File: config.mk
export PLATFORM = sky130hd
export DESIGN_NAME = crc_stream
export DESIGN_NICKNAME = d
export VERILOG_FILES = /design/src/rtl/crc_pkg.sv /design/src/rtl/crc_stream_step.sv /design/src/rtl/crc_stream.sv
export SDC_FILE = /design/constraint.sdc
export NUM_CORES = 1
export LEC_CHECK = 0
export ABC_AREA = 0
export CAP_MARGIN = 5
export CELL_PAD_IN_SITES_DETAIL_PLACEMENT = 0
export CELL_PAD_IN_SITES_GLOBAL_PLACEMENT = 1
export CORE_MARGIN = 10
export CORE_UTILIZATION = 34
export DETAILED_ROUTE_END_ITERATION = 7
export HOLD_SLACK_MARGIN = 0.02
export MAX_ROUTING_LAYER = met4
export PLACE_DENSITY_LB_ADDON = 0.1
export SLEW_MARGIN = 20
export SYNTH_ARGS = -nofsm -noshare
export SYNTH_HDL_FRONTEND = slang
export SYNTH_SLANG_ARGS = --single-unit
File: constraint.sdc
create_clock -name clk -period 1.5 [get_ports clk]
set_input_delay 0.225 -clock clk [delete_from_list [all_inputs] [get_ports clk]]
set_output_delay 0.225 -clock clk [all_outputs]
set_load 0.01 [all_outputs]
File: src/rtl/crc_pkg.sv
// Shared types, mode constants, bit reflection and preset parameter sets for the
// streaming CRC engine.
package crc_pkg;

   typedef enum logic [1:0] {
      ST_IDLE   = 2'd0,
      ST_DATA   = 2'd1,
      ST_APPEND = 2'd2
   } crc_state_e;

   localparam bit MODE_APPEND = 1'b0;
   localparam bit MODE_CHECK  = 1'b1;

   // CRC-8 (poly 0x1D, reflected), check value 0x97
   localparam int unsigned CRC8_W       = 8;
   localparam logic [7:0]  CRC8_POLY    = 8'h1D;
   localparam logic [7:0]  CRC8_INIT    = 8'hFF;
   localparam bit          CRC8_REFIN   = 1'b1;
   localparam bit          CRC8_REFOUT  = 1'b1;
   localparam logic [7:0]  CRC8_XOROUT  = 8'h00;
   localparam logic [7:0]  CRC8_RESIDUE = 8'h00;

   // CRC-16/CCITT-FALSE, check value 0x29B1
   localparam int unsigned CRC16_W       = 16;
   localparam logic [15:0] CRC16_POLY    = 16'h1021;
   localparam logic [15:0] CRC16_INIT    = 16'hFFFF;
   localparam bit          CRC16_REFIN   = 1'b0;
   localparam bit          CRC16_REFOUT  = 1'b0;
   localparam logic [15:0] CRC16_XOROUT  = 16'h0000;
   localparam logic [15:0] CRC16_RESIDUE = 16'h0000;

   // CRC-32 (IEEE 802.3), check value 0xCBF43926
   localparam int unsigned CRC32_W       = 32;
   localparam logic [31:0] CRC32_POLY    = 32'h04C1_1DB7;
   localparam logic [31:0] CRC32_INIT    = 32'hFFFF_FFFF;
   localparam bit          CRC32_REFIN   = 1'b1;
   localparam bit          CRC32_REFOUT  = 1'b1;
   localparam logic [31:0] CRC32_XOROUT  = 32'hFFFF_FFFF;
   localparam logic [31:0] CRC32_RESIDUE = 32'hDEBB_20E3;

   // Reverse the low w bits of v; bits above w come back as zero.
   function automatic logic [31:0] reflect(input logic [31:0] v, input int unsigned w);
      logic [31:0] r;
      r = '0;
      for (int unsigned i = 0; i < 32; i++) begin
         if (i < w) r[5'(i)] = v[5'(w - 1 - i)];
      end
      return r;
   endfunction

endpackage

File: src/rtl/crc_stream_step.sv
// One full byte step of an MSB-first CRC register: XOR the byte into the top
// and apply eight LFSR shifts.
module crc_byte_step #(
   parameter int unsigned      CRC_W = 8,
   parameter logic [CRC_W-1:0] POLY  = CRC_W'(8'h1D)
) (
   input  logic [CRC_W-1:0] i_crc,
   input  logic [7:0]       i_byte,
   output logic [CRC_W-1:0] o_crc_c
);

   always_comb begin
      o_crc_c = i_crc ^ (CRC_W'(i_byte) << (CRC_W - 8));
      for (int i = 0; i < 8; i++) begin
         if (o_crc_c[CRC_W-1]) o_crc_c = (o_crc_c << 1) ^ POLY;
         else                  o_crc_c = o_crc_c << 1;
      end
   end

endmodule

File: src/rtl/crc_stream.sv
// Streaming CRC engine with valid/ready flow control: APPEND mode emits the CRC
// after each frame, CHECK mode flags a received codeword good or bad.
module crc_stream
   import crc_pkg::*;
#(
   parameter int unsigned      CRC_W   = 8,
   parameter logic [CRC_W-1:0] POLY    = CRC_W'(8'h1D),
   parameter logic [CRC_W-1:0] INIT    = CRC_W'(8'hFF),
   parameter bit               REFIN   = 1'b1,
   parameter bit               REFOUT  = 1'b1,
   parameter logic [CRC_W-1:0] XOROUT  = CRC_W'(8'h00),
   parameter logic [CRC_W-1:0] RESIDUE = CRC_W'(8'h00),
   parameter bit               MODE    = MODE_APPEND
) (
   input  logic             clk,
   input  logic             rst_n,
   input  logic             axiiv,
   input  logic [7:0]       axiid,
   input  logic             axiil,
   output logic             axiir,
   output logic             axiov,
   output logic [7:0]       axiod,
   output logic             axiol,
   input  logic             axior,
   output logic [CRC_W-1:0] crc_value,
   output logic             crc_ok,
   output logic             crc_err
);

   localparam int unsigned NB    = CRC_W / 8;
   localparam int unsigned CNT_W = 3;

   crc_state_e       r_state, w_state_nxt;
   logic             r_started;
   logic [CRC_W-1:0] r_crc, w_crc_nxt;
   logic [CRC_W-1:0] r_crc_value, w_crc_value_nxt;
   logic [CNT_W-1:0] r_cnt, w_cnt_nxt;
   logic             r_axiov, w_axiov_nxt;
   logic [7:0]       r_axiod, w_axiod_nxt;
   logic             r_axiol, w_axiol_nxt;
   logic             r_crc_ok, w_crc_ok_nxt;
   logic             r_crc_err, w_crc_err_nxt;

   logic             w_slot_free;
   logic             w_take_in;
   logic [7:0]       w_in_byte;
   logic [CRC_W-1:0] w_step;
   logic [CRC_W-1:0] w_final;
   logic [CNT_W-1:0] w_sel;
   logic [7:0]       w_crc_byte;

   assign w_slot_free = !r_axiov || axior;
   assign axiir       = r_started && w_slot_free && (r_state != ST_APPEND);
   assign w_take_in   = axiiv && axiir;
   assign w_in_byte   = REFIN ? 8'(reflect(32'(axiid), 8)) : axiid;
   assign w_final     = (REFOUT ? CRC_W'(reflect(32'(w_step), CRC_W)) : w_step) ^ XOROUT;

   // CRC bytes go out LSByte first when the result is reflected, MSByte first otherwise
   assign w_sel      = REFOUT ? r_cnt : CNT_W'(NB - 1) - r_cnt;
   assign w_crc_byte = 8'(r_crc_value >> {w_sel, 3'b000});

   crc_byte_step #(
      .CRC_W (CRC_W),
      .POLY  (POLY)
   ) u_step (
      .i_crc   (r_crc),
      .i_byte  (w_in_byte),
      .o_crc_c (w_step)
   );

   always_ff @(posedge clk or negedge rst_n) begin
      if (!rst_n) begin
         r_state     <= ST_IDLE;
         r_started   <= 1'b0;
         r_crc       <= INIT;
         r_crc_value <= '0;
         r_cnt       <= '0;
         r_axiov     <= 1'b0;
         r_axiod     <= '0;
         r_axiol     <= 1'b0;
         r_crc_ok    <= 1'b0;
         r_crc_err   <= 1'b0;
      end else begin
         r_state     <= w_state_nxt;
         r_started   <= 1'b1;
         r_crc       <= w_crc_nxt;
         r_crc_value <= w_crc_value_nxt;
         r_cnt       <= w_cnt_nxt;
         r_axiov     <= w_axiov_nxt;
         r_axiod     <= w_axiod_nxt;
         r_axiol     <= w_axiol_nxt;
         r_crc_ok    <= w_crc_ok_nxt;
         r_crc_err   <= w_crc_err_nxt;
      end
   end

   // Next state, CRC register and output beat
   always_comb begin
      w_state_nxt     = r_state;
      w_crc_nxt       = r_crc;
      w_crc_value_nxt = r_crc_value;
      w_cnt_nxt       = r_cnt;
      w_axiov_nxt     = r_axiov;
      w_axiod_nxt     = r_axiod;
      w_axiol_nxt     = r_axiol;
      w_crc_ok_nxt    = r_crc_ok;
      w_crc_err_nxt   = r_crc_err;

      if (w_slot_free) begin
         w_axiov_nxt   = 1'b0;
         w_axiol_nxt   = 1'b0;
         w_crc_ok_nxt  = 1'b0;
         w_crc_err_nxt = 1'b0;
      end

      if (r_state == ST_APPEND) begin
         if (w_slot_free) begin
            w_axiov_nxt = 1'b1;
            w_axiod_nxt = w_crc_byte;
            w_cnt_nxt   = r_cnt + CNT_W'(1);
            if (r_cnt == CNT_W'(NB - 1)) begin
               w_axiol_nxt = 1'b1;
               w_cnt_nxt   = '0;
               w_state_nxt = ST_IDLE;
            end
         end
      end else if (w_take_in) begin
         w_axiov_nxt = 1'b1;
         w_axiod_nxt = axiid;
         if (axiil) begin
            w_crc_nxt       = INIT;
            w_crc_value_nxt = w_final;
            if (MODE == MODE_CHECK) begin
               w_axiol_nxt   = 1'b1;
               w_crc_ok_nxt  = (w_step == RESIDUE);
               w_crc_err_nxt = (w_step != RESIDUE);
               w_state_nxt   = ST_IDLE;
            end else begin
               w_state_nxt = ST_APPEND;
            end
         end else begin
            w_crc_nxt   = w_step;
            w_state_nxt = ST_DATA;
         end
      end
   end

   assign axiov     = r_axiov;
   assign axiod     = r_axiod;
   assign axiol     = r_axiol;
   assign crc_value = r_crc_value;
   assign crc_ok    = r_crc_ok;
   assign crc_err   = r_crc_err;

endmodule

==> summary.md, run 1 <==
| Metric | Value |
|---|---|
| Outcome | `finished with violations` |
| Violated checks | `negative setup slack` |
| Area growth syn-to-layout | `46.4%` |
| Pwr dens | `2100 nW/um2` |
| Total wire length | `3860 um` |
| Routed wire per std cell | `14.7 um` |
| FILL cells | `426` |
| Starting Density | `35.6%` |
| Final Critical Period | `1540 ps` |
| Die width | `88.2 um` |
| Hpwl dp | `2990 um` |
| Layout Skew | `5.48 ps` |
| Critical-path top delay cell | `dfstp_2` |
| Final period util | `103%` |
| Via density | `4.69` |
| Clk Latency, worst-skew pair | `280 ps` |
| Number of global-route vias before repair | `1,262` |
| Post-synth cell types | `31` |
| Grt ovf | `0` |
| Gp weighted congestion | `0.789` |
| Avg Cell Area, Syn | `10.1 um2` |
| Max incr delay on CP | `550 ps` |
| Net Sw Frac | `35.8%` |
| First-pass GRT wire length | `6330 um` |
| Share of layout cells above drive strength 1 | `25.1%` |
| Yosys warnings | `0` |
| CP bufs+invs | `0` |
| CTS tree | `done` |
| Setup TNS | `-122 ps` |
| Root buf cell | `clkbuf_8` |
| Max-Cap Viols | `0` |
| Antenna violations before repair | `0` |
| Worst path cell trace | `xnor2_2, xnor3_1, xnor2_1, o21ai_1` |
| Inserted Clock Buffers | `5` |
| Part of the power in combinational logic | `51.8%` |
| Sequential element share of the synthesized area | `51.2%` |
| Static leakage | `1.02 nW` |
| CP Launch Type | `flop` |
| Switching Power | `1.74 mW` |
| Power share of the sequential group | `31.3%` |
| Top delay family on crit path | `XOR/XNOR gates` |
| Clock share of power | `16.9%` |
| Worst Path Arrival | `1710 ps` |
| CTS clk-pin slew, worst paths | `70 ps` |
| Final Hold Fails | `0` |
| Die area | `7780 um2` |
| Endpoints failing setup | `4` |
| I/O pin count | `34` |
| Mapped Cells | `156` |
| PortBufs | `31` |
| Antenna cells | `0` |
| Internal power | `3.12 mW` |
| Dpl ws | `-309 ps` |
| CP max FO | `2` |
| Site row count | `24` |
| Crit end category | `flop` |
| Setup CP Type | `flop to flop` |
| Seq cells post-synth | `32` |
| Worst hold path type | `primary input to async pin` |
| Worst EP required | `1670 ps` |
| Remaining antenna violation count | `0` |
| Largest net degree at the start of global routing | `33` |
| Synth async-reset ratio | `100%` |
| RSZ-0062 raised after global routing | `true` |
| Post-Layout Cell Count | `263` |
| Starting DRC count in detailed routing | `77` |
| CTS max path bufs | `2` |
| Setup ws final | `-40.9 ps` |
| Mapped cell area | `1580 um2` |
| Fin. max-slew vios | `0` |
| GR Util All Layers | `10.8%` |
| Vias | `1,233` |
| Sink Count | `32` |
| DRC viols | `0` |
| Core area | `4440 um2` |
| Worst VDD drop | `0.789 mV` |
| Die height | `88.2 um` |
| DRT Pass-1 Iters | `4` |
| Number of synthesized flops with an enable pin | `0` |
| Dpl cells | `255` |
| Nets | `225` |
| Number of H-tree levels | `2` |
| Max Freq | `649 MHz` |
| Top_reg_cell synth | `dfrtp_1` |
-- synth_stat cells (2+ instances only) --
cell type  number  share of area [%]
buf_4           2               0.95
dfrtp_1        24                 38
ha_1            2                1.6
inv_1           2               0.47
and3_1          2               0.79
o21ai_0         6                1.9
a22oi_1         8                3.8
a21oi_1        16                5.1
o21ai_1         4                1.3
nor2b_1         2               0.79
nand2_1        15                3.6
conb_1          2               0.47
xor2_1          3                1.7
nor2_1         21                5.0
nand3_1         3               0.95
nand2b_1        2               0.79
xnor2_1        19                 11
buf_2           3               0.95
dfstp_2         8                 13
-- area by class of cell --
| class | instances | area (um2) | area share, % |
|---|---|---|---|
| clock buffers | 5 | 68.8 | 2.97 |
| clock inverters | 3 | 42.5 | 1.84 |
| inverters | 2 | 7.51 | 0.324 |
| multi-input cells | 116 | 820 | 35.4 |
| flip-flops and latches | 32 | 811 | 35.0 |
| well taps | 52 | 65.1 | 2.81 |
| repair buffers | 53 | 503 | 21.7 |
-- cell families after synthesis --
family | count (synthesis) | share of synthesized area, %
multiplexers | 1 | 0.711
AO/OA/AOI/OAI | 36 | 13.0
other | 2 | 0.474
adder cells (fa/ha/maj) | 2 | 1.58
buffers and inverters | 9 | 2.85
flip-flops | 32 | 51.2
AND/OR/NAND/NOR | 49 | 14.5
XOR/XNOR | 25 | 15.7
-- metal layers --
layer / GRT usage [%] / share of wire, % / routed length, um / up-vias
li1: - / - / - / 623
met4: 2.94 / 1.2 / 46 / 0
met2: 14.5 / 42 / 1620 / 32
met1: 15.0 / 51 / 1990 / 573
met3: 3.40 / 5.5 / 212 / 5
met5: - / 0 / 0 / -
-- power groups by stage --
stage | clock, mW | sequential (mW) | combinational, mW
floorplan | 0 | 1.58 | 1.27
global placement | 0 | 1.49 | 2.35
detailed placement | 0 | 1.51 | 2.38
CTS | 0.855 | 1.51 | 2.41
global route | 0.893 | 1.56 | 2.76
finish | 0.822 | 1.52 | 2.52
-- through the flow --
stage | total power [mW] | hold slack (ps) | util, % | cell area, um2
final | 4.86 | 315 | 52.1 | 2320
after global routing | 5.22 | 344 | 52.1 | 2320
after CTS | 4.77 | 319 | 50.6 | 2250
after detailed placement | 3.89 | 473 | 47.7 | 2120
after global placement | 3.85 | 461 | 47.7 | 2120
after floorplan | 2.85 | -70.6 | - | 1590
-- final timing paths --
kind | from | to | slack (ps) | cells after the start
setup / recovery | r_crc[0] | crc_value[5] | -40 | 4
hold / removal | rst_n | r_cnt[0] | 310 | 2
setup reg to reg | r_crc[0] | crc_value[5] | -40 | 4
hold reg to reg | flop | flop | 490 | 2
max in group asynchronous | rst_n | r_crc[2] | 930 | 2
min in group clk | flop | flop | 490 | 2
-- state kept, by name, indices dropped and copies added, names as in the netlist, named ones only --
| signal | flops |
|---|---|
| axiod | 8 |
| axiov | 1 |
| crc_value | 8 |
| r_cnt | 3 |
| r_crc | 8 |
| r_started | 1 |
| r_state | 2 |
-- placed cells by master, fill, tap and decap left out, drive strengths merged --
cell type	synthesis	final
xor2	4	4
xnor2	20	20
nand2b	2	2
bufinv	0	1
ha	2	2
nand3b	1	1
clkinv	0	1
o21a	1	1
and2	1	1
clkdlybuf4s50	0	29
a21oi	17	17
clkbuf	1	5
dfrtp	24	24
nor2	21	21
clkdlybuf4s15	0	1
nor2b	2	2
nand4	1	1
nor4	1	1
inv	2	2
o21ai	10	10
conb	2	3
dlymetal6s2s	0	1
buf	6	22
a22oi	8	8
mux2	1	1
clkinvlp	0	1
xnor3	1	1
nand3	3	3
nand2	15	15
and3	2	2
dfstp	8	8
-- worst register-to-register path: stages (launching register included) --
cell     delay [ps]
dfstp_2         550
xnor2_2         120
xnor3_1         460
xnor2_1         220
o21ai_1          80
-- repair_timing --
item / 4_1_cts / 5_1_grt
pin swaps: 0 / 3
buffers inserted: 1 / 0
hold buffers: 0 / 0
endpoints found under the setup margin: 6 / 14
gates resized for setup: 3 / 13
Power figures use the tool's default switching activity.
==> inputs of run 2 (changes only) <==
==> constraint.sdc (replaced) <==
create_clock -name clk -period 1.41 [get_ports clk]
set_input_delay 0.2115 -clock clk [delete_from_list [all_inputs] [get_ports clk]]
set_output_delay 0.2115 -clock clk [all_outputs]
set_load 0.01 [all_outputs]
==> summary.md, run 2 (synthesized netlist as in run 1, its figures left out) <==
| Metric | Value |
|---|---|
| Site row count | `24 (unchanged)` |
| GR Util All Layers | `11.3% (+0.49 points)` |
| Final Critical Period | `1590 ps (+45.7 ps)` |
| Worst path cell trace | `xnor2_2, xnor3_1, xor2_1, a21oi_1` |
| Worst EP required | `1620 ps (-50 ps)` |
| First-pass GRT wire length | `6490 um (+2.4%)` |
| CTS max path bufs | `2 (unchanged)` |
| Inserted Clock Buffers | `5 (unchanged)` |
| Reg2reg path depth | `4 (unchanged)` |
| Root buf cell | `clkbuf_8` |
| Max Freq | `630 MHz (-2.9%)` |
| Max-Cap Viols | `0 (unchanged)` |
| Most common cell after layout, fill and taps aside | `dfrtp_1` |
| Violated checks | `negative setup slack` |
| Remaining antenna violation count | `0 (unchanged)` |
| Antenna violations before repair | `0 (unchanged)` |
| Met3 wire len | `179 um (-16%)` |
| Vias | `1,304 (+5.8%)` |
| CP max FO | `2 (unchanged)` |
| Via density | `4.83 (+3.0%)` |
| DR WL met2 | `1920 um (+18%)` |
| CTS tree | `done` |
| Final Hold Fails | `0 (unchanged)` |
| Starting Density | `35.6% (unchanged)` |
| Outcome | `finished with violations` |
| Setup ws final | `-177 ps (-136 ps)` |
| Top delay family on crit path | `XOR/XNOR gates` |
| Hpwl dp | `3060 um (+2.3%)` |
| Worst VDD drop | `1.21 mV (+53%)` |
| Starting DRC count in detailed routing | `44 (-43%)` |
| CP Launch Type | `flop` |
| Routed wire per std cell | `15.1 um (+3.0%)` |
| Worst hold path type | `primary input to async pin` |
| Max incr delay on CP | `560 ps (about the same)` |
| Fin. max-slew vios | `0 (unchanged)` |
| Die width | `88.2 um (unchanged)` |
| Share of layout cells above drive strength 1 | `36.2% (+11 points)` |
| Number of H-tree levels | `2 (unchanged)` |
| Nets | `232 (+3.1%)` |
| I/O pin count | `34 (unchanged)` |
| CP startpoint | `r_crc[0]` |
| Die height | `88.2 um (unchanged)` |
| Critical R2R Launch | `r_crc[0]` |
| Total wire length | `4090 um (+5.8%)` |
| Die area | `7780 um2 (unchanged)` |
| Antenna cells | `0 (unchanged)` |
| Static leakage | `1.19 nW (+16%)` |
| Gp weighted congestion | `0.782 (-0.85%)` |
| CP bufs+invs | `0 (unchanged)` |
| CTS Hold Bufs | `0 (unchanged)` |
| Highest Signal Layer | `met4` |
| Critical-path top delay cell | `dfstp_2` |
| Worst Path Arrival | `1800 ps (+90 ps)` |
| Most frequent cells in the layout | `dfrtp_1, buf_4, nor2_1` |
| PortBufs | `31 (unchanged)` |
| Endpoints failing setup | `4 (unchanged)` |
| Final period util | `113% (+9.8 points)` |
| RSZ-0062 raised after global routing | `true` |
| Pwr dens | `2270 nW/um2 (+8.3%)` |
| CTS clk-pin slew, worst paths | `70 ps (about the same)` |
| DRT Pass-1 Iters | `4 (unchanged)` |
| Layout Skew | `10.4 ps (+4.89 ps)` |
| Grt ovf | `0 (unchanged)` |
| Setup TNS | `-601 ps (-478 ps)` |
| DRC viols | `0 (unchanged)` |
| Core area | `4440 um2 (unchanged)` |
| Clk Latency, worst-skew pair | `280 ps (about the same)` |
| Crit end category | `flop` |
| Largest net degree at the start of global routing | `33 (unchanged)` |
| Crit. path cell count | `4 (unchanged)` |
| Number of global-route vias before repair | `1,309 (+3.7%)` |
| Metal-1 WL | `1960 um (-1.1%)` |
| Area growth syn-to-layout | `61.8%` |
| Setup CP Type | `flop to flop` |
| Dpl ws | `-414 ps (-106 ps)` |
| Sink Count | `32 (unchanged)` |
[run 2: cell count changes in the layout (fill, tap and decap cells not counted), moves of 6 or more]
cell / before / now
a21oi_1: 16 / 10
clkdlybuf4s50_1: 29 / 13
dlygate4sd2_1: 0 / 11
xnor2_1: 12 / 5
[run 2: per-layer routing]
| layer | GRT usage [%] | up-vias |
|---|---|---|
| met5 | - | - |
| met4 | 3.38 | 0 |
| met3 | 3.68 | 4 |
| met2 | 16.1 | 27 |
| met1 | 14.7 | 632 |
| li1 | - | 641 |
[run 2: through the flow]
step	area, um2	std cells	power (mW)	hold slack (ps)	utilization (%)
floorplan	1590	157	3.03	-84.1	-
global placement	2130	256	4.11	465	47.9
detailed placement	2130	256	4.14	472	47.9
CTS	2290	265	5.10	287	51.4
global route	2560	270	6.25	292	57.6
finish	2560	270	5.82	292	57.6
[run 2: power breakdown]
| part | internal, mW | total [mW] | leakage (nW) | switching, mW |
|---|---|---|---|---|
| clock | 0.524 | 0.855 | 0.0552 | 0.331 |
| combinational | 1.81 | 3.33 | 0.756 | 1.52 |
| sequential | 1.34 | 1.64 | 0.376 | 0.293 |
[run 2: final cells by class]
cell class                      instances  area [um2]
Fill cell                             375        1880
Multi-Input combinational cell        116        1000
Sequential cell                        32         811
Timing Repair Buffer                   60         568
Clock buffer                            6        72.6
Tap cell                               52        65.1
Clock inverter                          2        35.0
Inverter                                2        7.51
[run 2: repair_timing]
item | CTS | global route
pin swaps | 2 | 16
setup endpoints to repair | 22 | 32
buffers inserted | 1 | 5
endpoints found under the hold margin | 0 | 0
resized for setup | 23 | 44
[run 2: worst paths after layout]
kind / end / slack (ps)
worst max-delay path: r_crc[0] / -180
worst min-delay path: r_cnt[1] / 290
worst max register to register: r_crc[0] / -180
worst min register to register: flop / 490
max in group asynchronous: r_crc[6] / 870
min in group clk: flop / 490
